--- config.mk ---
export PLATFORM = sky130hd
export DESIGN_NAME = reg_access_sequencer_flat
export DESIGN_NICKNAME = d
export VERILOG_FILES = /design/src/rtl/reg_access_sequencer_if.sv /design/src/rtl/reg_access_sequencer.sv /design/src/flat_wrapper.sv
export SDC_FILE = /design/constraint.sdc
export NUM_CORES = 1
export LEC_CHECK = 0
export CAP_MARGIN = 30
export CORE_ASPECT_RATIO = 1.75
export CORE_MARGIN = 4
export CORE_UTILIZATION = 52
export DETAILED_ROUTE_END_ITERATION = 6
export HOLD_SLACK_MARGIN = 0.08
export PLACE_DENSITY = 0.82
export SYNTH_ARGS = -nofsm -noshare
export SYNTH_HDL_FRONTEND = slang
export SYNTH_SLANG_ARGS = --single-unit
--- constraint.sdc ---
create_clock -name CLK -period 6.04 [get_ports CLK]
set_input_delay 0.906 -clock CLK [delete_from_list [all_inputs] [get_ports CLK]]
set_output_delay 0.906 -clock CLK [all_outputs]
set_load 0.05 [all_outputs]
--- src/rtl/reg_access_sequencer_if.sv ---
// rtl/reg_access_sequencer_if.sv - instruction handshake and register-file port bundle
interface reg_access_sequencer_if;
    logic       INSTR_VALID;
    logic [7:0] INSTR;
    logic       INSTR_READY;
    logic [1:0] REG_SOURCE;
    logic [1:0] REG_TWO;
    logic [1:0] REG_DEST;
    logic       REGDST;
    logic       REGWRITE;
    logic [7:0] REG_WRITE_DATA;
    logic [7:0] READ_DATA_ONE;
    logic [7:0] READ_DATA_TWO;
    logic [1:0] IMM;
    logic       DONE;
    logic [7:0] RESULT;
    logic       OVF;

    modport master (
        input  INSTR_VALID, INSTR, READ_DATA_ONE, READ_DATA_TWO, IMM,
        output INSTR_READY, REG_SOURCE, REG_TWO, REG_DEST, REGDST, REGWRITE,
               REG_WRITE_DATA, DONE, RESULT, OVF
    );

    modport slave (
        output INSTR_VALID, INSTR, READ_DATA_ONE, READ_DATA_TWO, IMM,
        input  INSTR_READY, REG_SOURCE, REG_TWO, REG_DEST, REGDST, REGWRITE,
               REG_WRITE_DATA, DONE, RESULT, OVF
    );
endinterface

--- src/rtl/reg_access_sequencer.sv ---
// rtl/reg_access_sequencer.sv - five-state issue/execute/arm/writeback sequencer for a 4x8 register file
module reg_access_sequencer (
    input  logic                  CLK,
    input  logic                  RST,
    reg_access_sequencer_if.master bus
);
    typedef enum logic [2:0] {S_IDLE, S_RD, S_EX, S_ARM, S_WB} state_t;

    localparam logic [1:0] OP_ADD  = 2'b00;
    localparam logic [1:0] OP_SUB  = 2'b01;
    localparam logic [1:0] OP_ADDI = 2'b10;
    localparam logic [1:0] OP_NOP  = 2'b11;

    state_t     state_q, state_d;
    logic [1:0] op_q, op_d;
    logic [1:0] rs_q, rs_d;
    logic [1:0] rt_q, rt_d;
    logic [1:0] rd_q, rd_d;
    logic       regdst_q, regdst_d;
    logic       regwrite_q, regwrite_d;
    logic [7:0] wdata_q, wdata_d;
    logic [7:0] res_q, res_d;
    logic       res_ovf_q, res_ovf_d;
    logic       done_q, done_d;
    logic [7:0] result_q, result_d;
    logic       ovf_q, ovf_d;

    logic [7:0] operand_b;
    logic [7:0] carry_in;
    logic [7:0] alu_sum;
    logic       alu_ovf;

    // SUB is rs + ~rt + 1 so one overflow rule covers all three ops.
    always_comb begin
        operand_b = bus.READ_DATA_TWO;
        carry_in  = 8'd0;
        case (op_q)
            OP_SUB: begin
                operand_b = ~bus.READ_DATA_TWO;
                carry_in  = 8'd1;
            end
            OP_ADDI: operand_b = {{6{bus.IMM[1]}}, bus.IMM};
            default: ;
        endcase
        alu_sum = bus.READ_DATA_ONE + operand_b + carry_in;
        alu_ovf = (bus.READ_DATA_ONE[7] == operand_b[7]) && (alu_sum[7] != bus.READ_DATA_ONE[7]);
        if (op_q == OP_NOP) begin
            alu_sum = 8'd0;
            alu_ovf = 1'b0;
        end
    end

    always_comb begin
        state_d    = state_q;
        op_d       = op_q;
        rs_d       = rs_q;
        rt_d       = rt_q;
        rd_d       = rd_q;
        regdst_d   = regdst_q;
        regwrite_d = regwrite_q;
        wdata_d    = wdata_q;
        res_d      = res_q;
        res_ovf_d  = res_ovf_q;
        done_d     = 1'b0;
        result_d   = result_q;
        ovf_d      = ovf_q;
        case (state_q)
            S_IDLE: begin
                if (bus.INSTR_VALID) begin
                    op_d     = bus.INSTR[7:6];
                    rs_d     = bus.INSTR[5:4];
                    rt_d     = bus.INSTR[3:2];
                    rd_d     = bus.INSTR[1:0];
                    regdst_d = (bus.INSTR[7:6] != OP_ADDI);
                    state_d  = S_RD;
                end
            end
            S_RD: state_d = S_EX;
            S_EX: begin
                res_d      = alu_sum;
                res_ovf_d  = alu_ovf;
                // Park the inverse so the WB edge is guaranteed to be a data change.
                wdata_d    = ~alu_sum;
                regwrite_d = (op_q != OP_NOP);
                state_d    = S_ARM;
            end
            S_ARM: begin
                wdata_d  = res_q;
                done_d   = 1'b1;
                result_d = res_q;
                ovf_d    = res_ovf_q;
                state_d  = S_WB;
            end
            S_WB: begin
                regwrite_d = 1'b0;
                state_d    = S_IDLE;
            end
            default: state_d = S_IDLE;
        endcase
    end

    always_ff @(posedge CLK) begin
        if (RST) begin
            state_q    <= S_IDLE;
            op_q       <= OP_ADD;
            rs_q       <= 2'd0;
            rt_q       <= 2'd0;
            rd_q       <= 2'd0;
            regdst_q   <= 1'b0;
            regwrite_q <= 1'b0;
            wdata_q    <= 8'd0;
            res_q      <= 8'd0;
            res_ovf_q  <= 1'b0;
            done_q     <= 1'b0;
            result_q   <= 8'd0;
            ovf_q      <= 1'b0;
        end else begin
            state_q    <= state_d;
            op_q       <= op_d;
            rs_q       <= rs_d;
            rt_q       <= rt_d;
            rd_q       <= rd_d;
            regdst_q   <= regdst_d;
            regwrite_q <= regwrite_d;
            wdata_q    <= wdata_d;
            res_q      <= res_d;
            res_ovf_q  <= res_ovf_d;
            done_q     <= done_d;
            result_q   <= result_d;
            ovf_q      <= ovf_d;
        end
    end

    assign bus.INSTR_READY    = (state_q == S_IDLE);
    assign bus.REG_SOURCE     = rs_q;
    assign bus.REG_TWO        = rt_q;
    assign bus.REG_DEST       = rd_q;
    assign bus.REGDST         = regdst_q;
    assign bus.REGWRITE       = regwrite_q;
    assign bus.REG_WRITE_DATA = wdata_q;
    assign bus.DONE           = done_q;
    assign bus.RESULT         = result_q;
    assign bus.OVF            = ovf_q;
endmodule

--- src/flat_wrapper.sv ---
// flat-port wrapper written by rule: the top's interface ports become plain ports
module reg_access_sequencer_flat 
  (CLK, RST, bus_INSTR_VALID, bus_INSTR, bus_READ_DATA_ONE, bus_READ_DATA_TWO, bus_IMM, bus_INSTR_READY, bus_REG_SOURCE, bus_REG_TWO, bus_REG_DEST, bus_REGDST, bus_REGWRITE, bus_REG_WRITE_DATA, bus_DONE, bus_RESULT, bus_OVF);
  reg_access_sequencer_if bus_i ();
  input  logic CLK;
  input  logic RST;
  input wire logic [$bits(bus_i.INSTR_VALID)-1:0] bus_INSTR_VALID;
  input wire logic [$bits(bus_i.INSTR)-1:0] bus_INSTR;
  input wire logic [$bits(bus_i.READ_DATA_ONE)-1:0] bus_READ_DATA_ONE;
  input wire logic [$bits(bus_i.READ_DATA_TWO)-1:0] bus_READ_DATA_TWO;
  input wire logic [$bits(bus_i.IMM)-1:0] bus_IMM;
  output wire logic [$bits(bus_i.INSTR_READY)-1:0] bus_INSTR_READY;
  output wire logic [$bits(bus_i.REG_SOURCE)-1:0] bus_REG_SOURCE;
  output wire logic [$bits(bus_i.REG_TWO)-1:0] bus_REG_TWO;
  output wire logic [$bits(bus_i.REG_DEST)-1:0] bus_REG_DEST;
  output wire logic [$bits(bus_i.REGDST)-1:0] bus_REGDST;
  output wire logic [$bits(bus_i.REGWRITE)-1:0] bus_REGWRITE;
  output wire logic [$bits(bus_i.REG_WRITE_DATA)-1:0] bus_REG_WRITE_DATA;
  output wire logic [$bits(bus_i.DONE)-1:0] bus_DONE;
  output wire logic [$bits(bus_i.RESULT)-1:0] bus_RESULT;
  output wire logic [$bits(bus_i.OVF)-1:0] bus_OVF;
  assign bus_i.INSTR_VALID = bus_INSTR_VALID;
  assign bus_i.INSTR = bus_INSTR;
  assign bus_i.READ_DATA_ONE = bus_READ_DATA_ONE;
  assign bus_i.READ_DATA_TWO = bus_READ_DATA_TWO;
  assign bus_i.IMM = bus_IMM;
  assign bus_INSTR_READY = bus_i.INSTR_READY;
  assign bus_REG_SOURCE = bus_i.REG_SOURCE;
  assign bus_REG_TWO = bus_i.REG_TWO;
  assign bus_REG_DEST = bus_i.REG_DEST;
  assign bus_REGDST = bus_i.REGDST;
  assign bus_REGWRITE = bus_i.REGWRITE;
  assign bus_REG_WRITE_DATA = bus_i.REG_WRITE_DATA;
  assign bus_DONE = bus_i.DONE;
  assign bus_RESULT = bus_i.RESULT;
  assign bus_OVF = bus_i.OVF;
  reg_access_sequencer u_core (.CLK(CLK), .RST(RST), .bus(bus_i));
endmodule
Yosys cells after proc, flatten, opt, wreduce, memory -nomap -nowiden
Cells that the tools add are included.
{ "op_classes": {"n_eq_ne": 12, "reduce_logical": 5, "bitwise": 2, "n_mux": 9, "n_addsub": 2} }
{ "ops": {"columns": ["cell", "n"], "rows": [
  ["8-bit case mux with 2 select lines", 2],
  ["8-bit inverter", 2],
  ["3-bit case mux with 4 select lines", 1],
  ["8-bit by 1-bit adder with 8-bit output", 1],
  ["8-bit adder", 1],
  ["8-bit 2-to-1 mux", 1],
  ["3-bit by 2-bit == test with 1-bit output, second input constant", 2],
  ["2-bit inequality test, second input constant", 3],
  ["2-bit == test, second input constant", 2],
  ["2-bit nonzero test", 2],
  ["3-bit by 1-bit == test with 1-bit output, second input constant", 1],
  ["3-bit == test, second input constant", 1],
  ["3-bit logical NOT", 1],
  ["1-bit 2-to-1 mux", 3],
  ["3-bit 2-to-1 mux", 1],
  ["2-bit by 1-bit == test with 1-bit output, second input constant", 1],
  ["1-bit case mux with 2 select lines", 1],
  ["2-bit AND reduction", 1],
  ["1-bit == test", 1],
  ["1-bit logical AND", 1],
  ["1-bit inequality test", 1]
]} }
{ "totals": {"register_bits": 40} }

Logic depth before layout (Yosys ltp)
{ "depth": {"depth_word": 7, "mapped_depth": 12, "ltp_nobuf": 12} }

Worst setup path after synthesis
OpenSTA, ideal clock, no wires.
{ "synth_timing": {"kind": "input to register", "from": "in bus_READ_DATA_TWO[0]", "to": "reg u_core.wdata_q[6] (netlist: u_core.bus.REG_WRITE_DATA[6])", "n_path_buf": 0, "t_arrival_ns": 2.871, "required_ns": 5.937, "cell_stages": 11, "slack_ns": 3.066, "cell_sequence": "inv_1 > a221oi_1 > a21o_1 > fa_1 > inv_1 > fa_1 > a211oi_2 > o21ai_1 > a21oi_2 > nor4b_2 > a2111oi_2"} }
{ "synth_via": {"elab_chain_len": 7} }
{ "synth_rtl": {"columns": ["element", "line", "source"], "rows": [
  ["start, declared", "flat_wrapper.sv:10", "input wire logic [$bits(bus_i.READ_DATA_TWO)-1:0] bus_READ_DATA_TWO;"],
  ["8-bit inverter", "reg_access_sequencer.sv:39", "operand_b = ~bus.READ_DATA_TWO;"],
  ["8-bit case mux with 2 select lines (*)", "reg_access_sequencer.sv:37", "case (op_q)"],
  ["8-bit adder (*)", "reg_access_sequencer.sv:45", "alu_sum = bus.READ_DATA_ONE + operand_b + carry_in;"],
  ["8-bit by 1-bit adder with 8-bit output (*)", "reg_access_sequencer.sv:45", null],
  ["8-bit 2-to-1 mux (*)", "reg_access_sequencer.sv:47", "if (op_q == OP_NOP) begin"],
  ["8-bit inverter (*)", "reg_access_sequencer.sv:83", "wdata_d = ~alu_sum;"],
  ["8-bit case mux with 2 select lines (*)", "reg_access_sequencer.sv:67", "case (state_q)"],
  ["end signal, assigned", "reg_access_sequencer.sv:125", "wdata_q <= wdata_d;"],
  ["end, declared", "reg_access_sequencer.sv:21", "logic [7:0] wdata_q, wdata_d;"]
]} }
Mark *: on every way between the ends. The rest lies on a longest branch, timed or not.
A chain may end at the register's enable or synchronous reset.

Final worst setup path
Same ends and word-level chain as after synthesis.

==> results.cfg <==
[outcome]
status = finished, final reports clean

[synth]
synthCells = 262
syn_nets = 303
synth_area_per_cell_um2 = 8.21
ys_seq_elements = 40
synth_warnings = 0
synthTopCellsByCount = 46 x nand2_1, 40 x dfxtp_1, 32 x a21oi_1
syn_area_um2 = 2150
synth_top_area_frac = 0.372
synth_edf_count = 0
yosysMostFrequentCell = nand2_1
yosys.area.top_type = dfxtp_1
ys_top_cells_by_area = dfxtp_1 37%, nand2_1 8.0%, a21oi_1 7.4%
yosysSeqAreaShare = 0.372
synth.distinct_cells = 51
postSynth.asyncResetShare = 0
synth_top_flop_cell = dfxtp_1

[timing]
hold_ws_ns = 0.457
slew_viol_final = 0
tightest_slew_ns = 0.537
tns_ns = 0
rsz0062_at_grt = false
slew-limit-headroom = 0.642
post-route-period-util = 0.549
fin_skew_ns = 0.00211
min_period_ns = 3.32
clock.fmax_ghz = 0.301
finalSetupViolations = 0
hold_viol_final = 0

[hold_path]
worstHoldPathType = reg2reg
hold_start = u_core.bus.OVF$_SDFFE_PP0P_

[clock_tree]
postCtsSetupBuffers = 0
ctsResizeCount = 0
cts.clk_slew.worst_paths_ns = 0.07
cts_root_buf = clkbuf_8
numCtsBuffers = 5
postCtsHoldBufs = 0
tritoncts = yes
clock_latency_ns = 0.28
cts_buffer_depth = 2
h-tree-depth = 2
cts_sinks = 40

[floorplan]
rows = 30
ioPinCount = 56
fp.dieArea_um2 = 5270
die_w_um = 56.6
die_height_um = 93.1
fp.coreArea_um2 = 3940
start_util = 0.546

[critical_path]
critPathLaunchType = input port
startpoint = bus_READ_DATA_TWO[0]
critPathRequiredTime_ns = 6.22
critPathArrivalTime_ns = 3.50
reg2reg_depth = 12
worstPathMaxFanout = 4
worstSetupPathType = in2reg
reg2reg_to = u_core.bus.REG_WRITE_DATA[6]$_SDFFE_PP0P_
r2r-start = u_core.op_q[0]$_SDFFE_PP0P_
r2r_setup_slack_ns = 2.84
endpoint = u_core.bus.REG_WRITE_DATA[6]$_SDFFE_PP0P_
endpoint_kind = flip-flop

[final_layout]
multiInputGateArea_um2 = 1210
n_antenna_cell = 0
drive_gt1_frac = 0.0583
fillers = 333
nNetsFinal = 350
fin_cells = 357
register_area_um2 = 801
syn2layout_area_growth_pct = 28.4

[routing]
wl_per_cell_um = 13.2
wl_mm = 4.71
ant_nets = 0
vias = 1964
viasPerCell = 5.50
dr.pass1.iters = 4
drtIter0Drc = 42
drc = 0

[placement]
dp_hpwl_mm = 3.74
gp_congestion = 0.850
port_buffers = 55
place_inst = 350

[pwr]
total_power_mw = 0.716
powerDensity_nw_per_um2 = 259
leakage_nw = 1.05
ir_drop_v = 0.000196

[grt]
grt_pass1_vias = 1882
grt_pass1_wl_mm = 8.02
antenna_found_initial = 0
grt_overflow_total = 0
grt_use_total = 0.187
grt_max_degree = 46

[job]
cap_violations = 0
[critical path, stage by stage]
cell,delay (ns)
clkdlybuf4s50_1,0.45
inv_1,0.05
a221oi_1,0.28
a21o_1,0.13
fa_1,0.18
inv_1,0.06
fa_1,0.42
a211oi_2,0.27
o21ai_1,0.12
a21oi_2,0.22
nor4b_2,0.08
a2111oi_2,0.33
[cell type report]
cell class                      count  share of cell area
Clock buffer                        6              0.0263
Timing Repair Buffer               56               0.202
Sequential cell                    40               0.290
Tap cell                           48              0.0217
Inverter                           15              0.0204
Clock inverter                      1             0.00181
Multi-Input combinational cell    191               0.438
[metal layers]
metal | vias up | track usage | share of wire
met5 | - | 0 | 0
met4 | 0 | 0.0990 | 0.024
met3 | 9 | 0.0345 | 0.051
met2 | 59 | 0.349 | 0.55
met1 | 892 | 0.190 | 0.37
li1 | 1004 | - | -
[worst min-delay path by stage]
| stage | depth (start not counted) | slack (ns) | to |
|---|---|---|---|
| global placement | 2 | 0.44 | u_core.bus.REG_SOURCE[0]$_SDFFE_PP0P_ |
| detailed placement | 2 | 0.45 | u_core.bus.OVF$_SDFFE_PP0P_ |
| CTS | 2 | 0.46 | u_core.bus.OVF$_SDFFE_PP0P_ |
| floorplan | 2 | 0.43 | u_core.bus.OVF$_SDFFE_PP0P_ |
| finish | 2 | 0.46 | u_core.bus.OVF$_SDFFE_PP0P_ |
| global route | 2 | 0.48 | u_core.bus.OVF$_SDFFE_PP0P_ |
[logic make-up (layout without fill, tap and decap cells)]
kind of cell    Yosys count  in the layout  share of synthesized area
xor+xnor                  4              4                     0.0163
buf+inv                  31             78                     0.0657
flops                    40             40                      0.372
mux                       2              2                    0.00931
compound gates           75             75                      0.237
simple gates             98             98                      0.223
fa+ha+maj                12             12                     0.0768
[stage by stage]
stage / utilization / worst slack [ns] / instance area, um2
4_1_cts: 0.701 / 2.73 / 2760
3_3_place_gp: 0.681 / 2.48 / 2680
6_report: 0.701 / 2.72 / 2760
2_1_floorplan: - / 3.07 / 2150
5_1_grt: 0.701 / 2.50 / 2760
3_5_place_dp: 0.681 / 2.45 / 2680
[cell usage in the layout, fill, tap and decap left out, types with 2 or more instances in the layout]
| master | synthesis | final |
|---|---|---|
| nand3b_1 | 5 | 5 |
| nor3_1 | 4 | 4 |
| nor2_1 | 17 | 17 |
| o21ai_0 | 4 | 4 |
| a31oi_1 | 5 | 5 |
| nand2_1 | 46 | 46 |
| o21a_1 | 2 | 2 |
| nor3b_1 | 2 | 2 |
| a21o_1 | 4 | 4 |
| clkdlybuf4s50_1 | 0 | 55 |
| a21oi_1 | 32 | 32 |
| nand2b_1 | 4 | 4 |
| mux2i_1 | 2 | 2 |
| inv_1 | 15 | 15 |
| o21ai_1 | 6 | 6 |
| dfxtp_1 | 40 | 40 |
| a211oi_1 | 8 | 8 |
| fa_1 | 2 | 2 |
| clkbuf_8 | 0 | 5 |
| nand3_1 | 2 | 2 |
| and2_1 | 5 | 5 |
| ha_1 | 10 | 10 |
| nor2b_1 | 3 | 3 |
| xnor2_1 | 4 | 4 |
[sequential cells by signal, summed over array words and instances, names as in the netlist]
signal	count
u_core.res_ovf_q	1
u_core.bus.REG_DEST	2
u_core.bus.REGDST	1
u_core.bus.DONE	1
u_core.bus.RESULT	8
u_core.bus.REG_WRITE_DATA	8
u_core.bus.REGWRITE	1
u_core.bus.REG_SOURCE	2
u_core.bus.REG_TWO	2
u_core.state_q	3
u_core.op_q	2
u_core.res_q	8
u_core.bus.OVF	1
[power breakdown]
part | switching (mW) | total [mW] | internal, mW | leakage, nW
combinational | 0.151 | 0.257 | 0.106 | 0.688
sequential | 0.0160 | 0.299 | 0.283 | 0.325
clock | 0.0821 | 0.161 | 0.0784 | 0.0410
total | 0.249 | 0.716 | 0.467 | 1.05
Power figures use the tool's default switching activity.
==> edit 1: new RTL, config.mk and constraints unchanged <==
Re-encode `state_t` (5 states) as one-hot, 5 bits wide.
--- a/src/rtl/reg_access_sequencer.sv
+++ b/src/rtl/reg_access_sequencer.sv
@@ -6,3 +6,3 @@
 );
-    typedef enum logic [2:0] {S_IDLE, S_RD, S_EX, S_ARM, S_WB} state_t;
+    typedef enum logic [4:0] {S_IDLE = 5'b00001, S_RD = 5'b00010, S_EX = 5'b00100, S_ARM = 5'b01000, S_WB = 5'b10000} state_t;
 
Formal check against the unedited RTL: same outputs for any inputs over 10 cycles, from zero or initial values and one cycle with RST high; not proved beyond that.
==> edit 1 against the unedited design <==
- routed wire length up 6.4%
- total power shrank 2.8%
- global-route usage increased by 0.38 points
- final area increased by 3.1%
- hold slack lost 0.86 ps
- sequential share of layout area grew 0.53 points
- largest cell class unchanged
- critical path depth is the same
- worst setup slack improved by 78 ps
- synthesized area rose by 4.2%
- combinational power fell by 25%
- sequential cell count increased by 2
==> edit 1: results (changes against the unedited design) <==
** Timing
- The final clock skew was 5.91 ps (+3.80 ps).
- The slew at the pin closest to its max-slew limit came to 604 ps (+66.7 ps).
- Worst Hold Margin :: 456 ps (-0.861 ps)
- The achievable clock frequency came to 309 MHz (+2.4%).

** Yosys
- Fraction of the mapped netlist area in adder cells :: 7.37% (-0.31 points)
- Xor and xnor fraction of the mapped netlist area :: 1.95% (+0.32 points)
- Multiplexer area fraction after synthesis :: 0.446% (-0.48 points)
- Top cells by area, synth :: sky130_fd_sc_hd__dfxtp_1 38%, sky130_fd_sc_hd__a21oi_1 7.1%, sky130_fd_sc_hd__nand2_1 6.4%
- The net count of the mapped netlist is 307 (+1.3%).
- The post-synthesis register bit count is 42 (+5.0%).
- Synthesized netlist cell count :: 266 (+1.5%)
- Register area share after synthesis :: 37.5% (+0.27 points)
- By count the netlist is led by 42 x sky130_fd_sc_hd__dfxtp_1, 38 x sky130_fd_sc_hd__nand2_1, 32 x sky130_fd_sc_hd__a21oi_1, 17 x sky130_fd_sc_hd__inv_1.
- Yosys synthesis warning count :: 0 (unchanged)
- The fraction of the mapped netlist area in compound gates came to 22.9% (-0.80 points).

** CTS
- Buffer type at the clock tree root :: sky130_fd_sc_hd__clkbuf_8
- Insertion delay of the later-clocked pin in the worst-skew pair :: 290 ps
- Postcts setup bufs :: 0 (unchanged)

** Place
- Inst Count DP :: 354 (+1.1%)
- The worst setup timing slack at the placement stage is 2520 ps (+76.5 ps).
- The half-perimeter wire length after placement was 3.81 mm (+1.8%).
- The final weighted congestion of routability-driven global placement was 0.753 (-11%).

** GRT
- The first-pass GRT wire length came to 8.30 mm (+3.4%).
- Total track usage :: 19.1% (+0.38 points)
- The number of global-route vias before repair was 1893 (+0.58%).
- The largest net degree at the start of global routing came to 38 (-17%).

** Detailed routing
- The via count is 2027 (+3.2%).
- The routed length per placed instance is 13.8 um (+4.9%).
- The post-detailed-route via-to-cell ratio came to 5.60 (+1.8%).

** Run status
- Outcome :: completed

** Power and ir drop
- Leakage component of the power :: 1.14 nW (+8.4%)
- The maximum vdd drop is 0.153 mV (-22%).

** Layout
- The proportion of final cell area spent on non-clock buffers was 19.9% (-0.35 points).
- The inverter count of the layout excluding clock inverters came to 17 (+2).
- The share of final-layout standard cells stronger than drive strength 1 is 6.39% (+0.56 points).
- The number of multi-input combinational cells came to 189 (-1.0%).
- The count of plain and timing-repair buffers in the layout is 57 (+1.8%).
- The flip-flop and latch area came to 841 um2 (+5.0%).
- Multi-input logic portion of the cell area :: 42.4% (-1.4 points)
- The share of final layout cell area taken by clock buffers and inverters is 3.82% (+1.0 points).
- Number of fill cells :: 341 (+2.4%)
- The number of antenna diodes came to 0 (unchanged).

** Critical path
- Crit path max fanout :: 2 (-2)
- The setup slack on the worst flop-to-flop path is 2920 ps (+80 ps).
- The data arrival time at the worst-slack endpoint was 3400 ps (-100 ps).
- The endpoint identified for the worst register-to-register timing path is u_core.bus.REG_WRITE_DATA[6].

** Worst hold path
- The worst hold path terminates at u_core.bus.RESULT[7].
- Worst hold start :: u_core.bus.RESULT[7]
edit 1: cell types whose count changed after synthesis, sizes merged, moves of 4 or more:
cell,delta
nand3,+13
nand2,-9
and3,+5
nand3b,-5
o21ai,-4
and2,-4
edit 1: report_power, final:
part	leakage [nW]	switching, mW	total, mW	internal, mW
Sequential	0.340	0.00564	0.289	0.284
Clock	0.0579	0.0938	0.215	0.122
Combinational	0.744	0.107	0.192	0.0844
Total	1.14	0.207	0.696	0.490
edit 1: metrics by stage:
step / util (%) / area [um2]
CTS: 68.6 / 2850
finish: 68.6 / 2850
global route: 68.6 / 2850
detailed placement: 66.0 / 2740
global placement: 66.0 / 2740
floorplan: - / 2240
edit 1: per-layer routing:
metal  global-route usage (%)  share of wire, %  up-vias
met1                     20.8                39      950
met5                        0                 0        -
met2                     35.6                55       53
li1                         -                 -     1016
met3                     2.46               3.4        8
met4                     8.51               1.9        0
==> edit 2: new RTL, same flow settings <==
Without the edit above. `result_q` no longer has a reset.
--- a/src/rtl/reg_access_sequencer.sv
+++ b/src/rtl/reg_access_sequencer.sv
@@ -114,3 +114,2 @@
             done_q     <= 1'b0;
-            result_q   <= 8'd0;
             ovf_q      <= 1'b0;
@@ -128,5 +127,8 @@
             done_q     <= done_d;
-            result_q   <= result_d;
             ovf_q      <= ovf_d;
         end
+    end
+
+    always_ff @(posedge CLK) begin
+        result_q <= result_d;
     end
Check against the original RTL: differs if RST is asserted again (counterexample within 10 cycles, from zero or initial values and one cycle with RST high); with RST held inactive, the same outputs for 10 cycles.
==> edit 2 against the unedited design <==
- global-route usage down 0.62 points
- synthesized area down 5.6%
- total power up 2.7%
- worst setup slack worse by 12 ps
- final area down 3.4%
- sequential cell count unchanged
- core utilization up 2.0 points
- routed wire length down 8.1%
- critical path type unchanged
- critical endpoint is now u_core.res_q[6]
- largest power group unchanged
- highest routed layer unchanged
==> edit 2: results (changes against the unedited design) <==
** Yosys
- The share of the yosys chip area belonging to registers is 43.4% (+6.1 points).
- Xor and xnor fraction of the mapped netlist area :: 2.16% (+0.53 points)
- Unique cell type count in the Yosys netlist :: 43 (-16%)
- Complex-gate fraction of the synthesized area :: 21.3% (-2.4 points)
- The number of flops mapped to enable cells by yosys is 8 (+8).
- Syn nets :: 276 (-8.9%)
- Top cells by area, synth :: sky130_fd_sc_hd__dfxtp_1 32%, sky130_fd_sc_hd__edfxtp_1 12%, sky130_fd_sc_hd__a21oi_1 6.2%
- By count the netlist is led by 32 x sky130_fd_sc_hd__dfxtp_1, 31 x sky130_fd_sc_hd__nand2_1, 25 x sky130_fd_sc_hd__a21oi_1, 17 x sky130_fd_sc_hd__nor2_1, 16 x sky130_fd_sc_hd__inv_1.
- Synthesized netlist cell count :: 235 (-10%)

** Critical path
- The setup slack on the worst flop-to-flop path is 2880 ps (+40 ps).
- Crit path max fanout :: 3 (-1)
- Timing endpoint of the critical path :: u_core.res_q[6]

** Layout
- The fill cell instance count of the final layout was 302 (-9.3%).
- The fraction of area in multi-input gates is 38.6% (-5.1 points).
- Clock tree buffer count of the final layout :: 7 (+1)
- Layout cell share with drive strength beyond 1 :: 4.55% (-1.3 points)
- Area taken by flip-flops and latches :: 881 um2 (+10%)
- Non-clock inverter total of the final layout :: 16 (+1)
- Final core area utilization :: 72.1% (+2.0 points)
- Final clock-cell share :: 3.05% (+0.24 points)
- Final net count :: 326 (-6.9%)

** Detailed routing
- The number of DRC markers in iteration 0 is 48 (+14%).
- Routed wirelength normalized by instance count :: 13.0 um (-1.1%)
- Per-cell via count in the routed design :: 5.46 (-0.68%)

** Floorplan
- The number of core rows came to 29 (-3.3%).

** Timing
- Maximum operating frequency :: 300 MHz (-0.36%)
- Worst-Margin Slew :: 687 ps (+150 ps)
- The final hold slack is 456 ps (-0.679 ps).

** Power and ir drop
- Leakage component of the power :: 1.06 nW (+0.26%)
- Maximum resistive drop on vdd :: 0.187 mV (-4.4%)

** Place
- The final weighted congestion of routability-driven global placement was 0.849 (-0.14%).
- Detailed placement HPWL :: 3.34 mm (-11%)
- The placed cell area came to 2590 um2 (-3.6%).

** GRT
- Maximum number of pins on one net before global-route repair :: 30 (-35%)
- The number of global-route vias before repair was 1706 (-9.4%).
- Total track usage :: 18.1% (-0.62 points)

** Worst hold path
- Worst-case hold path end point :: u_core.bus.REG_SOURCE[1]

** Run status
- The flow ran to the end, and the final reports show no timing, DRC or antenna violations.
==> edit 2: changes by cell type in the layout (fill, tap and decap cells not counted), moves of 3 or more <==
cell	change
sky130_fd_sc_hd__dfxtp_1	-8
sky130_fd_sc_hd__nand3b_1	-5
sky130_fd_sc_hd__and2_1	-3
sky130_fd_sc_hd__edfxtp_1	+8
sky130_fd_sc_hd__o21ai_1	-6
sky130_fd_sc_hd__nand3_1	+9
sky130_fd_sc_hd__nand2_1	-15
sky130_fd_sc_hd__a21oi_1	-7
sky130_fd_sc_hd__nor3_1	+4
==> edit 2: layer usage <==
metal | share of wire [%] | routed length, um | GRT usage (%)
met3 | 4.6 | 199 | 3.43
met1 | 39 | 1700 | 19.7
met5 | 0 | 0 | 0
met4 | 2.7 | 116 | 8.72
met2 | 54 | 2320 | 32.6
==> edit 2: tightest hold or removal path, stage by stage, from the launching register on <==
cell and delay, ps:
sky130_fd_sc_hd__dfxtp_1 310, sky130_fd_sc_hd__nand2_1 50, sky130_fd_sc_hd__a21oi_1 50
